**src/rtl/neurosync_pkg.sv**
```systemverilog
`default_nettype none
// ============================================================
// neurosync_pkg : shared serial-link constants and RX state codes
// Rev 1.0
// ============================================================
package neurosync_pkg;

    localparam int SERIAL_DATA_BITS = 7;
    // 0 selects even parity: XOR over data and parity bit must be 0
    localparam logic SERIAL_PARITY_ODD = 1'b0;

    typedef enum logic [3:0] {
        INICIAL  = 4'd0,
        ESPERA   = 4'd1,
        START    = 4'd2,
        DADOS    = 4'd3,
        PARIDADE = 4'd4,
        STOP1    = 4'd5,
        STOP2    = 4'd6,
        ARMAZENA = 4'd7,
        RECUPERA = 4'd8
    } rx_state_t;

    function automatic logic parity_error(input logic [SERIAL_DATA_BITS-1:0] d,
                                          input logic p);
        return (^d) ^ p ^ SERIAL_PARITY_ODD;
    endfunction

endpackage
`default_nettype wire

```
**src/rtl/rx_bit_timer.sv**
```systemverilog
`default_nettype none
// ============================================================
// rx_bit_timer : loadable 0..TICKS-1 bit-period counter
// Rev 1.0
// ============================================================
module rx_bit_timer #(
    parameter int TICKS = 434
) (
    input  logic clock,
    input  logic reset,
    input  logic zera,
    input  logic conta,
    output logic meio,
    output logic fim
);

    localparam int W = (TICKS > 2) ? $clog2(TICKS) : 1;
    localparam logic [W-1:0] MEIO_VAL = W'(TICKS/2 - 1);
    localparam logic [W-1:0] FIM_VAL  = W'(TICKS - 1);

    logic [W-1:0] count_q, count_d;

    always_comb begin
        count_d = count_q;
        if (zera)
            count_d = '0;
        else if (conta)
            count_d = (count_q == FIM_VAL) ? '0 : count_q + 1'b1;
    end

    always_ff @(posedge clock or negedge reset) begin
        if (!reset)
            count_q <= '0;
        else
            count_q <= count_d;
    end

    assign meio = (count_q == MEIO_VAL);
    assign fim  = (count_q == FIM_VAL);

endmodule
`default_nettype wire

```
**src/rtl/neurosync_serial_rx.sv**
```systemverilog
`default_nettype none
// ============================================================
// neurosync_serial_rx : 7E2 serial receiver with one-entry buffer
// Rev 1.0
// ============================================================
module neurosync_serial_rx
    import neurosync_pkg::*;
#(
    parameter int CLK_FREQ = 50_000_000,
    parameter int BAUD     = 115200
) (
    input  logic                        clock,
    input  logic                        reset,
    input  logic                        serial,
    input  logic                        recebe,
    output logic [SERIAL_DATA_BITS-1:0] dado,
    output logic                        tem_dado,
    output logic                        pronto,
    output logic                        erro_paridade,
    output logic                        erro_frame,
    output logic                        overrun,
    output logic [3:0]                  db_estado
);

    localparam int TICKS = CLK_FREQ / BAUD;
    localparam int BW    = $clog2(SERIAL_DATA_BITS);
    localparam logic [BW-1:0] LAST_BIT = BW'(SERIAL_DATA_BITS - 1);

    rx_state_t                   state_q, state_d;
    logic [1:0]                  sync_q;
    logic [BW-1:0]               bit_cnt_q, bit_cnt_d;
    logic [SERIAL_DATA_BITS-1:0] shift_q, shift_d;
    logic                        par_q, par_d;
    logic                        stop1_q, stop1_d;
    logic [SERIAL_DATA_BITS-1:0] dado_q, dado_d;
    logic                        tem_dado_q, tem_dado_d;
    logic                        pronto_q, pronto_d;
    logic                        erro_par_q, erro_par_d;
    logic                        erro_frame_q, erro_frame_d;
    logic                        overrun_q, overrun_d;
    logic                        s, meio, fim, zera_bit, zera;
    logic                        w_ep, w_ef;

    assign s    = sync_q[1];
    assign zera = zera_bit | (state_d != state_q);

    rx_bit_timer #(.TICKS(TICKS)) u_timer (
        .clock (clock),
        .reset (reset),
        .zera  (zera),
        .conta (1'b1),
        .meio  (meio),
        .fim   (fim)
    );

    always_comb begin
        state_d      = state_q;
        bit_cnt_d    = bit_cnt_q;
        shift_d      = shift_q;
        par_d        = par_q;
        stop1_d      = stop1_q;
        dado_d       = dado_q;
        tem_dado_d   = tem_dado_q;
        pronto_d     = 1'b0;
        erro_par_d   = erro_par_q;
        erro_frame_d = erro_frame_q;
        overrun_d    = overrun_q;
        zera_bit     = 1'b0;
        w_ep         = parity_error(shift_q, par_q);
        w_ef         = ~stop1_q | ~s;

        if (recebe) begin
            tem_dado_d = 1'b0;
            overrun_d  = 1'b0;
        end

        case (state_q)
            INICIAL:  state_d = ESPERA;
            ESPERA:   if (!s) state_d = START;
            START: begin
                bit_cnt_d = '0;
                if (meio) state_d = s ? ESPERA : DADOS;
            end
            DADOS: if (fim) begin
                shift_d  = {s, shift_q[SERIAL_DATA_BITS-1:1]};
                zera_bit = 1'b1;
                if (bit_cnt_q == LAST_BIT) state_d = PARIDADE;
                else                       bit_cnt_d = bit_cnt_q + 1'b1;
            end
            PARIDADE: if (fim) begin
                par_d   = s;
                state_d = STOP1;
            end
            STOP1: if (fim) begin
                stop1_d = s;
                state_d = STOP2;
            end
            // Results are registered on the STOP2 sample so they appear during ARMAZENA
            STOP2: if (fim) begin
                state_d      = ARMAZENA;
                pronto_d     = 1'b1;
                erro_par_d   = w_ep;
                erro_frame_d = w_ef;
                if (!w_ep && !w_ef) begin
                    dado_d     = shift_q;
                    tem_dado_d = 1'b1;
                    if (tem_dado_q && !recebe) overrun_d = 1'b1;
                end
            end
            ARMAZENA: state_d = s ? ESPERA : RECUPERA;
            RECUPERA: if (s) state_d = ESPERA;
            default:  state_d = INICIAL;
        endcase
    end

    always_ff @(posedge clock or negedge reset) begin
        if (!reset) begin
            sync_q       <= 2'b11;
            state_q      <= INICIAL;
            bit_cnt_q    <= '0;
            shift_q      <= '0;
            par_q        <= 1'b0;
            stop1_q      <= 1'b1;
            dado_q       <= '0;
            tem_dado_q   <= 1'b0;
            pronto_q     <= 1'b0;
            erro_par_q   <= 1'b0;
            erro_frame_q <= 1'b0;
            overrun_q    <= 1'b0;
        end else begin
            sync_q       <= {sync_q[0], serial};
            state_q      <= state_d;
            bit_cnt_q    <= bit_cnt_d;
            shift_q      <= shift_d;
            par_q        <= par_d;
            stop1_q      <= stop1_d;
            dado_q       <= dado_d;
            tem_dado_q   <= tem_dado_d;
            pronto_q     <= pronto_d;
            erro_par_q   <= erro_par_d;
            erro_frame_q <= erro_frame_d;
            overrun_q    <= overrun_d;
        end
    end

    assign dado          = dado_q;
    assign tem_dado      = tem_dado_q;
    assign pronto        = pronto_q;
    assign erro_paridade = erro_par_q;
    assign erro_frame    = erro_frame_q;
    assign overrun       = overrun_q;
    assign db_estado     = state_q;

endmodule
`default_nettype wire

```
**config.mk**
```make
export PLATFORM = sky130hd
export DESIGN_NAME = neurosync_serial_rx
export DESIGN_NICKNAME = d
export VERILOG_FILES = /design/src/rtl/neurosync_pkg.sv /design/src/rtl/rx_bit_timer.sv /design/src/rtl/neurosync_serial_rx.sv
export SDC_FILE = /design/constraint.sdc
export NUM_CORES = 1
export LEC_CHECK = 0
export BUFFER_PORTS_ARGS = -buffer_cell sky130_fd_sc_hd__buf_2
export CAP_MARGIN = 10
export CORE_ASPECT_RATIO = 0.9
export CORE_MARGIN = 2
export CORE_UTILIZATION = 50
export DETAILED_ROUTE_END_ITERATION = 7
export GPL_ROUTABILITY_DRIVEN = 0
export GPL_TIMING_DRIVEN = 0
export PLACE_DENSITY = 0.74
export SETUP_SLACK_MARGIN = 0.02
export SYNTH_ARGS = -nofsm -noshare
export SYNTH_HDL_FRONTEND = slang
export SYNTH_SLANG_ARGS = --single-unit
```
**constraint.sdc**
```tcl
create_clock -name clock -period 2.3 [get_ports clock]
set_clock_uncertainty 0.15 [all_clocks]
set_input_delay 0.23 -clock clock [delete_from_list [all_inputs] [get_ports clock]]
set_output_delay 0.23 -clock clock [all_outputs]
set_load 0.005 [all_outputs]
```
Yosys cells after proc, flatten, opt, wreduce, memory -nomap -nowiden --
Index checks and enable logic that the tools add are counted.
Cells by class: equal/unequal tests 14, add/sub/neg operators 2, multiplexer cells 28, reductions and logical operators 14, bitwise operators 5
Operator list (count):
- 4-bit 2-to-1 mux | 9
- 4-bit case mux with 9 select lines | 1
- 9-bit 2-to-1 mux | 2
- 4-bit by 3-bit == test with 1-bit output (second input constant) | 4
- 1-bit 2-to-1 mux | 12
- 9-bit by 1-bit adder with 9-bit output (second input constant) | 1
- 9-bit by 8-bit == test with 1-bit output (second input constant) | 1
- 9-bit == test (second input constant) | 1
- 4-bit by 2-bit == test with 1-bit output (second input constant) | 2
- 2-bit AND reduction | 4
- 7-bit parity | 1
- 3-bit 2-to-1 mux | 2
- 3-bit case mux with 2 select lines | 1
- 3-bit AND reduction | 2
- 4-bit by 1-bit == test with 1-bit output (second input constant) | 1
- 4-bit == test (second input constant) | 1
- 4-bit logical NOT | 1
- 2-bit != test (second input constant) | 2
- 4-bit != test | 1
- 3-bit by 1-bit adder with 3-bit output (second input constant) | 1
- 3-bit == test (second input constant) | 1
- 1-bit logical NOT | 3
- 1-bit logical AND | 2
- 2-bit 2-to-1 mux | 1
- other kinds (4) | 6
Word-level totals: input port bits 4, flip-flop bits (word level) 39, output and inout port bits 16

Depth between registers and ports, before layout --
Gate-level depths: netlist (run 1).
depth in word-level cells 7, depth in mapped cells 10

Hierarchy --
From an unflattened synthesis (run 1), not the netlist that was laid out.
Second synthesis, totals: cells, all modules 190, area, all modules 2043.2 µm²
By module, submodules not included:
- neurosync_serial_rx | cells an instance 127, area each 1466.4 µm², times used 1, sequential area each 754.5 µm²
- rx_bit_timer | cells an instance 63, area each 576.8 µm², times used 1, sequential area each 225.2 µm²

Worst setup path before layout (run 1) --
OpenSTA, ideal clock, no wires.
kind reg-to-reg, start reg u_timer.count_q[2], end reg u_timer.count_q[2], arrival time 2.056 ns, setup slack -0.041 ns, library setup time 0.135 ns, data required time 2.015 ns, cell stages (with the launch flop) 9, path buffers 2, period minus slack after synthesis 2.341 ns, path through dfrtp_1 > nand4b_1 > or4_1 > buf_2 > or2_1 > buf_6 > and4b_1 > mux2i_4 > nor3_1
On the way: longest elaborated chain between the ends 6
RTL lines:
- from (decl) | line rx_bit_timer.sv:21 | logic [W-1:0] count_q, count_d;
- from (signal assigned) | line rx_bit_timer.sv:35 | count_q <= count_d;
- 9-bit == test or 9-bit by 8-bit == test with 1-bit output (tied branches) | line rx_bit_timer.sv:28, rx_bit_timer.sv:39, rx_bit_timer.sv:38
- 4-bit 2-to-1 mux (on tied branches)
- 4-bit case mux with 9 select lines | line neurosync_serial_rx.sv:77 | case (state_q)
- 4-bit != test | line neurosync_serial_rx.sv:45 | assign zera = zera_bit | (state_d != state_q);
- 1-bit OR | line neurosync_serial_rx.sv:45
- 9-bit 2-to-1 mux * | line rx_bit_timer.sv:25 | if (zera)
- named net u_timer.count_d[2] | line rx_bit_timer.sv:21
The timed path passes the listed nets; every way through them passes the cells marked *. A chain may end at the register's enable or synchronous reset.

Final worst setup path (run 1) --
start reg u_timer.count_q[0], end reg u_timer.count_q[6]
The elaborated chain is that of the path after synthesis.

==> flow_summary.ini, run 1 <==
[finish]
stdcell_count = 287
antenna-diode-count = 0
mostFrequentLayoutCells = sky130_fd_sc_hd__nand2_1, sky130_fd_sc_hd__dfrtp_1, sky130_fd_sc_hd__buf_2
area_growth_syn_to_fin_pct = 28.9
layout.area.seq_sq_um = 981
multi_input_area_sq_um = 1020
filler_cell_count = 291
final_net_count = 249
layout-drive-gt1-share = 0.336
finish.utilization = 0.664
layout.cell_area.non_filler_sq_um = 2440
layout.cells.most_common = sky130_fd_sc_hd__nand2_1

[clock_network]
clock_tree.htree_level_count = 2
cts_sinks = 39
cts_buffers = 5
clk_lat_worst_skew_ns = 0.30
cts-root-buf = sky130_fd_sc_hd__clkbuf_8
ctsLongestPathBuffers = 2
worst_setup_hold_path_clk_slew_ns = 0.08
cts_tree = yes

[sta]
hold_slack_ns = 0.209
final-max-slew-violation-count = 0
fmaxAchievable_ghz = 0.420
setup-violations-final = 10
finalCritPeriodShare = 1.04
measured_slew_at_the_worst_slew_check_pin_ns = 0.840
min_clock_period_post_route_ns = 2.38
setup_ws_ns = -0.0821
worst_case_headroom_to_the_max_slew_limit = 0.440
final_hold_viol_count = 0
unrepaired_setup_endpoints_after_global_routing = yes

[power]
max-vdd-ir-drop_mv = 0.499
internal_power_mw = 1.26
power.share.switching = 0.337
combinational_power_share = 0.348
portion_of_total_power_attributed_to_sequential_cells = 0.417
cell_pwr_density_nw_per_um2 = 781
power_frac_clock = 0.235
p_leak_nw = 1.18
p_sw_uw = 643

[logic_synthesis]
synth.yosys.warnings = 0
syn-num-nets = 205
synth_xor_xnor_area_share = 0.0647
synth.avg_cell_area_sq_um = 9.66
synth_top_family_by_area = simple AND/OR/NAND/NOR gates
post_synth_mux_area_share = 0.0416
seq_area_frac_synth = 0.517
synthesized_flop_and_latch_total = 39
synth_adder_area_share = 0.0383
netlist_area_sq_um = 1890
synth-compound-area-share = 0.0647
synth.lib_cells_used.distinct = 38
synth_simple_gate_area_share = 0.243
post_synth_inst_count = 196

[grt]
gr-total-overflow = 0
grt_antenna_before_repair = 0
gr-usage-all-layers = 0.202
grt_start_max_net_pins = 40
grt_pass1_vias = 1353
global_route_wire_length_before_repair_mm = 6.44

[floorplanning]
num_rows = 21
die_y_um = 62.4
core_footprint_sq_um = 3680
dieWidth_um = 68.9
effective_utilization_at_floorplan = 0.515
fp.dieArea_sq_um = 4300
floorplan.io_pins = 20

[placement]
placement.cell_area_sq_um = 2050
place.detailed.instances = 261
estimated_wirelength_of_the_detail_placed_design_mm = 2.35
port-buffer-count = 19
pre_cts_ws_ns = -0.226

[routing]
highest-signal-layer = met4
routedLengthMet1_mm = 1.95
dr_vias = 1528
vias_per_cell = 5.32
drtAntennaViolNets = 0
drt_drc_violations_left = 0
met2_length_mm = 1.80
number_of_drc_violations_after_detailed_routing_iteration_0 = 69
met3_wirelength_um = 220
wirelength_mm = 4.03
wire_per_inst_um = 14.1
dr.pass1.iters = 4

[status]
status = finished, violations left
violations = setup timing

[worst_hold_path]
hold_removal_path_class = reg2reg

[setup_path]
worstPathRequired_ns = 2.32
setup.worst_path.end_class = flip-flop
criticalPathCategory = reg2reg
critPathMaxFanout = 5
data_arrival_time_of_the_worst_path_ns = 2.40
startpoint_type = flip-flop

[job]
cap_violations = 0
-- through the flow --
stage | power [mW] | TNS, ns
CTS | 1.74 | -0.815
detailed placement | 1.17 | -3.05
floorplan | 1.08 | -0.326
finish | 1.91 | -0.543
global route | 2.02 | -1.34
global placement | 1.17 | -2.64
-- registers in the layout, summed over array words and instances, names as in the netlist --
| name | count |
|---|---|
| u_timer.count_q | 9 |
| pronto | 1 |
| db_estado | 4 |
| bit_cnt_q | 3 |
| sync_q | 2 |
| par_q | 1 |
| dado | 7 |
| overrun | 1 |
| stop1_q | 1 |
| erro_frame | 1 |
| erro_paridade | 1 |
| tem_dado | 1 |
| shift_q | 7 |
-- power by group through the flow --
stage	combinational [mW]	clock [mW]	sequential [mW]
final	0.664	0.447	0.796
after global routing	0.720	0.499	0.803
after CTS	0.490	0.464	0.781
after detailed placement	0.372	0	0.801
after global placement	0.364	0	0.801
after floorplan	0.285	0	0.791
-- final timing paths --
check / from / endpoint / slack (ns) / cells after the start
setup / recovery: u_timer.count_q[0] / u_timer.count_q[6] / -0.08 / 10
hold / removal: sync_q[0] / sync_q[1] / 0.21 / 0
setup reg to reg: u_timer.count_q[0] / u_timer.count_q[6] / -0.08 / 10
hold reg to reg: sync_q[0] / sync_q[1] / 0.21 / 0
max in group asynchronous: reset / db_estado[2] / 0.99 / 2
min in group asynchronous: reset / u_timer.count_q[1] / 0.42 / 2
-- layer usage --
metal,vias to the layer above,GRT usage
met2,42,0.273
li1,756,-
met4,0,0.0833
met1,725,0.301
met3,5,0.0595
met5,-,0
-- Yosys cell counts, drive strengths merged --
cell,instances,area (sq um)
nand2,52,195
dfrtp,36,901
nor2,12,45.0
xnor2,10,87.6
nor3,9,45.0
a21oi,7,35.0
inv,7,26.3
o21ai,7,35.0
nand3,6,30.0
ha,5,62.6
mux2,5,56.3
clkbuf,4,15.0
xor2,4,35.0
dfstp,3,78.8
nor2b,3,18.8
and3,2,12.5
and4b,2,20.0
buf,2,16.3
or3,2,12.5
a211oi,1,12.5
a21o,1,7.51
a311oi,1,8.76
a31oi,1,6.26
a32oi,1,8.76
maj3,1,10.0
mux2i,1,22.5
nand4,1,6.26
nand4b,1,8.76
nand4bb,1,11.3
nor3b,1,7.51
nor4,1,6.26
nor4b,1,8.76
nor4bb,1,10.0
o311ai,1,8.76
or2,1,6.26
or3b,1,8.76
or4,1,7.51
-- kinds of logic after synthesis --
kind of cell,count (synthesis)
compound gates,20
xor+xnor,14
fa+ha+maj,6
buf+inv,13
flops,39
mux,6
simple gates,98
-- repair_timing --
action                                 CTS  global route
gates resized for setup                  9            32
buffers inserted                         7            10
cloned                                   1             0
hold buffers                             3             0
setup endpoints to repair               18            30
pin swaps                                4            10
endpoints found under the hold margin   39             0
-- worst max-delay path, stage by stage (launching register included) --
cell	delay, ns
sky130_fd_sc_hd__dfrtp_1	0.46
sky130_fd_sc_hd__buf_4	0.16
sky130_fd_sc_hd__inv_1	0.04
sky130_fd_sc_hd__ha_1	0.17
sky130_fd_sc_hd__nor4bb_2	0.17
sky130_fd_sc_hd__nand3_1	0.14
sky130_fd_sc_hd__o311ai_4	0.12
sky130_fd_sc_hd__a211oi_4	0.25
sky130_fd_sc_hd__buf_4	0.17
sky130_fd_sc_hd__mux2i_4	0.33
sky130_fd_sc_hd__nor2_1	0.09
-- area by class of cell --
cell class / instances / share of cell area
Inverter: 7 / 0.0108
Clock buffer: 5 / 0.0282
Timing Repair Buffer: 39 / 0.104
Clock inverter: 3 / 0.00615
Buffer: 3 / 0.00666
Tap cell: 46 / 0.0236
Multi-Input combinational cell: 145 / 0.419
Sequential cell: 39 / 0.402
Note: power is estimated with default switching activity, not from simulation.
==> run 2, diff against run 1 <==
--- a/config.mk
+++ b/config.mk
@@ -14,7 +14,7 @@
 export GPL_ROUTABILITY_DRIVEN = 0
 export GPL_TIMING_DRIVEN = 0
 export PLACE_DENSITY = 0.74
-export SETUP_SLACK_MARGIN = 0.02
+export SETUP_SLACK_MARGIN = 0.3
 export SYNTH_ARGS = -nofsm -noshare
 export SYNTH_HDL_FRONTEND = slang
 export SYNTH_SLANG_ARGS = --single-unit
==> run 2 against run 1 <==
Net effect:
- the flow still finishes with violations (setup timing)
- routed wire length fell by 5.5%
- sequential power fell by 2%
- largest cell class is now registers
- critical path depth decreased by 2
- global-route usage rose by 1.1 points
==> flow_summary.ini, run 2 (same netlist as run 1, synthesis figures left out) <==
[setup_path]
crit_path_frequent_cell = sky130_fd_sc_hd__buf_6
criticalPathCategory = reg2reg
worstPathRequired_ns = 2.32
delay_heaviest_family_cp = simple AND/OR/NAND/NOR gates
reg2reg_setup_slack_ns = -0.13
setup.worst_path.end_class = flip-flop
data_arrival_time_of_the_worst_path_ns = 2.45
startpoint_type = flip-flop
critPathMaxFanout = 5
slowest_cp_cell = sky130_fd_sc_hd__or4_4
worst_path_cell_chain = nand4b_1 -> or4_4 -> buf_6 -> or2_1 -> buf_6 -> and4b_2 -> mux2i_4 -> nor3_1
cpPeakStageDelay_ns = 0.50
cp.buffers_inverters = 2

[placement]
estimated_wirelength_of_the_detail_placed_design_mm = 2.33
place.detailed.instances = 261
placement.cell_area_sq_um = 2050
port-buffer-count = 19

[floorplanning]
die_y_um = 62.4
floorplan.io_pins = 20
effective_utilization_at_floorplan = 0.515
dieWidth_um = 68.9
core_footprint_sq_um = 3680
num_rows = 21
fp.dieArea_sq_um = 4300

[finish]
max_flop_register = u_timer.count_q
layout-drive-gt1-share = 0.297
mostFrequentLayoutCells = sky130_fd_sc_hd__nand2_1, sky130_fd_sc_hd__dfrtp_1, sky130_fd_sc_hd__buf_2
layout.cell_area.non_filler_sq_um = 2420
antenna-diode-count = 0
area_growth_syn_to_fin_pct = 27.5
largest_register_ffs = 9
filler_cell_count = 304
layout.area.seq_sq_um = 981
multi_input_area_sq_um = 972
stdcell_count = 285
layout.cells.most_common = sky130_fd_sc_hd__nand2_1
final_net_count = 247

[sta]
fmaxAchievable_ghz = 0.411
final-max-slew-violation-count = 0
unrepaired_setup_endpoints_after_global_routing = yes
final_hold_viol_count = 0
measured_slew_at_the_worst_slew_check_pin_ns = 0.830
setup_ws_ns = -0.132
worst_case_headroom_to_the_max_slew_limit = 0.447
setup-violations-final = 9
finalCritPeriodShare = 1.06
min_clock_period_post_route_ns = 2.43

[grt]
grt_antenna_before_repair = 0
gr-total-overflow = 0
gr-usage-all-layers = 0.213
grtUsageMet1 = 0.312
grt_most_used_layer = met1
globalRouteMet2Util = 0.297
global_route_met3_usage = 0.0577
grt_start_max_net_pins = 40
global_route_wire_length_before_repair_mm = 6.87
grt_pass1_vias = 1461

[clock_network]
cts_tree = yes
cts-root-buf = sky130_fd_sc_hd__clkbuf_8
ctsLongestPathBuffers = 2
worst_setup_hold_path_clk_slew_ns = 0.07
clk_lat_worst_skew_ns = 0.29
clock_tree.htree_level_count = 2
cts_sinks = 39
cts_buffers = 5

[routing]
wirelength_mm = 3.81
dr.pass1.iters = 4
drt_drc_violations_left = 0
number_of_drc_violations_after_detailed_routing_iteration_0 = 88
drtAntennaViolNets = 0
vias_per_cell = 5.27
dr_vias = 1501
wire_per_inst_um = 13.4

[worst_hold_path]
hold_removal_path_class = reg2reg

[job]
cap_violations = 0

[power]
cell_pwr_density_nw_per_um2 = 807
p_leak_nw = 1.17
max-vdd-ir-drop_mv = 0.532
post-layout-total-power_mw = 1.95

[status]
violations = setup timing
status = finished, violations left
run 2: changes by cell type in the layout (fill, tap and decap cells not counted), moves of 2 or more:
cell / change
sky130_fd_sc_hd__nor3_1: +2
sky130_fd_sc_hd__nor3_2: -3
sky130_fd_sc_hd__buf_4: -7
sky130_fd_sc_hd__nand2_2: +2
sky130_fd_sc_hd__clkinv_2: -2
sky130_fd_sc_hd__mux2_2: -2
sky130_fd_sc_hd__buf_6: +3
sky130_fd_sc_hd__mux2_4: +2
run 2: layer usage:
metal,routed length (um),share of wire
met5,0,0
met4,52,0.014
met3,206,0.054
met2,1680,0.44
met1,1880,0.49
run 2: stage by stage:
stage	setup slack (ns)	setup TNS, ns	hold slack (ns)	util
global placement	-0.216	-1.94	0.186	0.558
finish	-0.132	-0.973	0.209	0.657
floorplan	-0.0414	-0.326	-0.216	-
global route	-0.218	-2.68	0.211	0.657
CTS	-0.0769	-0.543	0.210	0.643
detailed placement	-0.217	-2.12	0.187	0.558
run 2: final cells by class:
class | count | share of cell area
Clock inverter | 2 | 0.0145
Buffer | 6 | 0.0176
Multi-Input combinational cell | 145 | 0.402
Inverter | 7 | 0.0109
Clock buffer | 6 | 0.0342
Tap cell | 46 | 0.0238
Sequential cell | 39 | 0.406
Timing Repair Buffer | 34 | 0.0906
run 2: worst paths after layout:
kind,start,end,depth (start not counted)
worst max-delay path,u_timer.count_q[2],u_timer.count_q[4],8
worst min-delay path,sync_q[0],sync_q[1],0
worst min register to register,sync_q[0],sync_q[1],0
max in group asynchronous,reset,db_estado[2],2
min in group asynchronous,reset,u_timer.count_q[0],2
worst max register to register,u_timer.count_q[2],u_timer.count_q[4],8
run 2: what timing repair did:
item,in CTS,in global routing
hold buffers,3,0
pin swaps,5,0
cloned,1,0
endpoints found under the hold margin,39,0
gates resized for setup,20,11
setup buffers,10,2
endpoints found under the setup margin,32,35
run 2: where the power goes:
group | total [mW] | internal, mW | switching, mW
clock network | 0.584 | 0.351 | 0.234
logic | 0.581 | 0.279 | 0.302
registers | 0.784 | 0.735 | 0.0499
total | 1.95 | 1.36 | 0.586
run 2: worst reg2reg max path: stages, from the launching register on:
cell and delay, ns:
sky130_fd_sc_hd__dfrtp_1 0.38, sky130_fd_sc_hd__nand4b_1 0.22, sky130_fd_sc_hd__or4_4 0.50, sky130_fd_sc_hd__buf_6 0.13, sky130_fd_sc_hd__or2_1 0.23, sky130_fd_sc_hd__buf_6 0.12, sky130_fd_sc_hd__and4b_2 0.24, sky130_fd_sc_hd__mux2i_4 0.24
sky130_fd_sc_hd__nor3_1 0.09
==> run 3, diff against run 2 <==
--- a/config.mk
+++ b/config.mk
@@ -6,14 +6,15 @@
 export NUM_CORES = 1
 export LEC_CHECK = 0
 export BUFFER_PORTS_ARGS = -buffer_cell sky130_fd_sc_hd__buf_2
-export CAP_MARGIN = 10
+export CELL_PAD_IN_SITES_DETAIL_PLACEMENT = 1
+export CELL_PAD_IN_SITES_GLOBAL_PLACEMENT = 1
 export CORE_ASPECT_RATIO = 0.9
 export CORE_MARGIN = 2
-export CORE_UTILIZATION = 50
+export CORE_UTILIZATION = 40
 export DETAILED_ROUTE_END_ITERATION = 7
 export GPL_ROUTABILITY_DRIVEN = 0
 export GPL_TIMING_DRIVEN = 0
-export PLACE_DENSITY = 0.74
+export PLACE_DENSITY = 0.76
 export SETUP_SLACK_MARGIN = 0.3
 export SYNTH_ARGS = -nofsm -noshare
 export SYNTH_HDL_FRONTEND = slang
==> run 3 against run 2 <==
Net effect:
- maximum frequency shrank 5.4%
- the run still ends with setup timing left
- combinational power grew 38%
- sequential share of layout area shrank 5.8 points
- power grew 14%
- first-iteration DRC count grew 58%
- cell area grew 17%
- routed wire length grew 73%
- worst hold slack gained 0.0059 ns
- global-route usage grew 0.99 points
- critical path type unchanged
- utilization shrank 2.9 points
==> flow_summary.ini, run 3 (same netlist as run 1, synthesis figures left out) <==
[routing]
dr.pass1.iters = 7
wire_per_inst_um = 20.7
drtAntennaViolNets = 0
number_of_drc_violations_after_detailed_routing_iteration_0 = 139
vias_per_cell = 5.37
dr_vias = 1707
drt_drc_violations_left = 0
wirelength_mm = 6.60

[finish]
mostFrequentLayoutCells = sky130_fd_sc_hd__nand2_1, sky130_fd_sc_hd__dfrtp_1, sky130_fd_sc_hd__buf_2
layout-drive-gt1-share = 0.469
final_net_count = 264
area_growth_syn_to_fin_pct = 49.7
stdcell_count = 318
max_flop_register = u_timer.count_q
antenna-diode-count = 0
layout.cells.most_common = sky130_fd_sc_hd__nand2_1
largest_register_ffs = 9
layout.cell_area.non_filler_sq_um = 2840

[grt]
grt_pass1_vias = 1824
global_route_wire_length_before_repair_mm = 9.13
gr-total-overflow = 0
grt_start_max_net_pins = 40
grt_antenna_before_repair = 0
gr-usage-all-layers = 0.222

[floorplanning]
fp.dieArea_sq_um = 5300
floorplan.io_pins = 20
num_rows = 23
core_footprint_sq_um = 4520
dieWidth_um = 76.5
die_y_um = 69.3
effective_utilization_at_floorplan = 0.419

[sta]
final_hold_viol_count = 0
unrepaired_setup_endpoints_after_global_routing = yes
measured_slew_at_the_worst_slew_check_pin_ns = 0.895
final-max-slew-violation-count = 0
min_clock_period_post_route_ns = 2.57
worst_case_headroom_to_the_max_slew_limit = 0.403
setup_ws_ns = -0.270
fmaxAchievable_ghz = 0.389
setup-violations-final = 25
finalCritPeriodShare = 1.12

[worst_hold_path]
hold_removal_path_class = reg2reg

[setup_path]
criticalPathCategory = reg2reg
worstPathRequired_ns = 2.34
data_arrival_time_of_the_worst_path_ns = 2.61
startpoint_type = flip-flop
setup.worst_path.end_class = flip-flop
critPathMaxFanout = 4

[placement]
place.detailed.instances = 277
placement.cell_area_sq_um = 2070
estimated_wirelength_of_the_detail_placed_design_mm = 3.14
port-buffer-count = 19

[status]
violations = setup timing
status = finished, violations left

[clock_network]
cts-root-buf = sky130_fd_sc_hd__clkbuf_8
ctsLongestPathBuffers = 2
clk_lat_worst_skew_ns = 0.30
clock_tree.htree_level_count = 2
worst_setup_hold_path_clk_slew_ns = 0.08
cts_buffers = 5
cts_sinks = 39
cts_tree = yes

[power]
cell_pwr_density_nw_per_um2 = 786
p_leak_nw = 1.32
max-vdd-ir-drop_mv = 0.615

[job]
cap_violations = 0
-- run 3: cell count changes in the layout (fill, tap and decap cells not counted), moves of 3 or more --
| cell | before | now |
|---|---|---|
| sky130_fd_sc_hd__a21oi_1 | 7 | 3 |
| sky130_fd_sc_hd__a21oi_2 | 0 | 4 |
| sky130_fd_sc_hd__buf_4 | 11 | 16 |
| sky130_fd_sc_hd__buf_6 | 3 | 13 |
| sky130_fd_sc_hd__dfrtp_1 | 35 | 30 |
| sky130_fd_sc_hd__dfrtp_2 | 1 | 6 |
| sky130_fd_sc_hd__nand2_1 | 50 | 36 |
| sky130_fd_sc_hd__nand2_2 | 2 | 11 |
| sky130_fd_sc_hd__nand2_4 | 0 | 5 |
| sky130_fd_sc_hd__o21ai_0 | 6 | 1 |
| sky130_fd_sc_hd__o21ai_1 | 0 | 3 |
-- run 3: path summary, 6_finish.rpt --
kind / startpoint / slack, ns / depth (start not counted) / end
worst max-delay path: u_timer.count_q[2] / -0.27 / 10 / u_timer.count_q[7]
worst max register to register: u_timer.count_q[2] / -0.27 / 10 / u_timer.count_q[7]
worst min-delay path: sync_q[0] / 0.21 / 0 / sync_q[1]
max in group asynchronous: reset / 0.94 / 2 / db_estado[1]
min in group asynchronous: reset / 0.44 / 2 / u_timer.count_q[7]
worst min register to register: sync_q[0] / 0.21 / 0 / sync_q[1]
-- run 3: what timing repair did --
| item | in CTS | in global routing |
|---|---|---|
| setup endpoints to repair | 33 | 35 |
| setup buffers | 17 | 11 |
| gates resized for setup | 44 | 59 |
| pin swaps | 9 | 11 |
| gates cloned | 2 | 0 |
| hold buffers | 3 | 0 |
| hold endpoints to repair | 39 | 0 |
-- run 3: worst max-delay path: stages (launching register included) --
cell and delay [ns]:
sky130_fd_sc_hd__dfrtp_1 0.39, sky130_fd_sc_hd__nand4b_1 0.22, sky130_fd_sc_hd__or4_4 0.52, sky130_fd_sc_hd__buf_6 0.15
sky130_fd_sc_hd__or2_1 0.23, sky130_fd_sc_hd__buf_6 0.13, sky130_fd_sc_hd__and4b_1 0.20, sky130_fd_sc_hd__mux2i_4 0.18
sky130_fd_sc_hd__buf_6 0.14, sky130_fd_sc_hd__buf_16 0.10, sky130_fd_sc_hd__nor3_1 0.05
-- run 3: power breakdown --
group	internal [mW]	switching [mW]	leakage [nW]
combinational	0.430	0.373	0.741
clock	0.351	0.260	0.0612
sequential	0.738	0.0789	0.515
total	1.52	0.711	1.32
-- run 3: metal layers --
| metal | vias to the layer above | wire length (um) | GRT usage | part of all wire |
|---|---|---|---|---|
| met5 | - | 0 | 0 | 0 |
| met4 | 0 | 114 | 0.0626 | 0.017 |
| met3 | 14 | 127 | 0.0573 | 0.019 |
| met2 | 38 | 3670 | 0.397 | 0.56 |
| met1 | 882 | 2680 | 0.265 | 0.41 |
| li1 | 773 | - | - | - |
-- run 3: layout make-up --
cell class              count  area, sq um
plain buffers               6         57.6
flip-flops and latches     39          987
well taps                  62         77.6
inverters                   7         26.3
clock inverters             2         35.0
fillers                   486         1680
multi-input cells         144         1110
clock buffers               6         82.6
repair buffers             52          457
-- run 3: through the flow --
stage / utilization / setup slack, ns / hold slack [ns] / TNS (ns) / power [mW]
after CTS: 0.564 / -0.152 / 0.216 / -1.33 / 2.07
after global routing: 0.628 / -0.337 / 0.220 / -4.68 / 2.33
final: 0.628 / -0.270 / 0.215 / -3.49 / 2.23
after floorplan: - / -0.0414 / -0.216 / -0.326 / 1.08
after global placement: 0.459 / -0.290 / 0.186 / -3.09 / 1.18
after detailed placement: 0.459 / -0.343 / 0.187 / -3.87 / 1.20
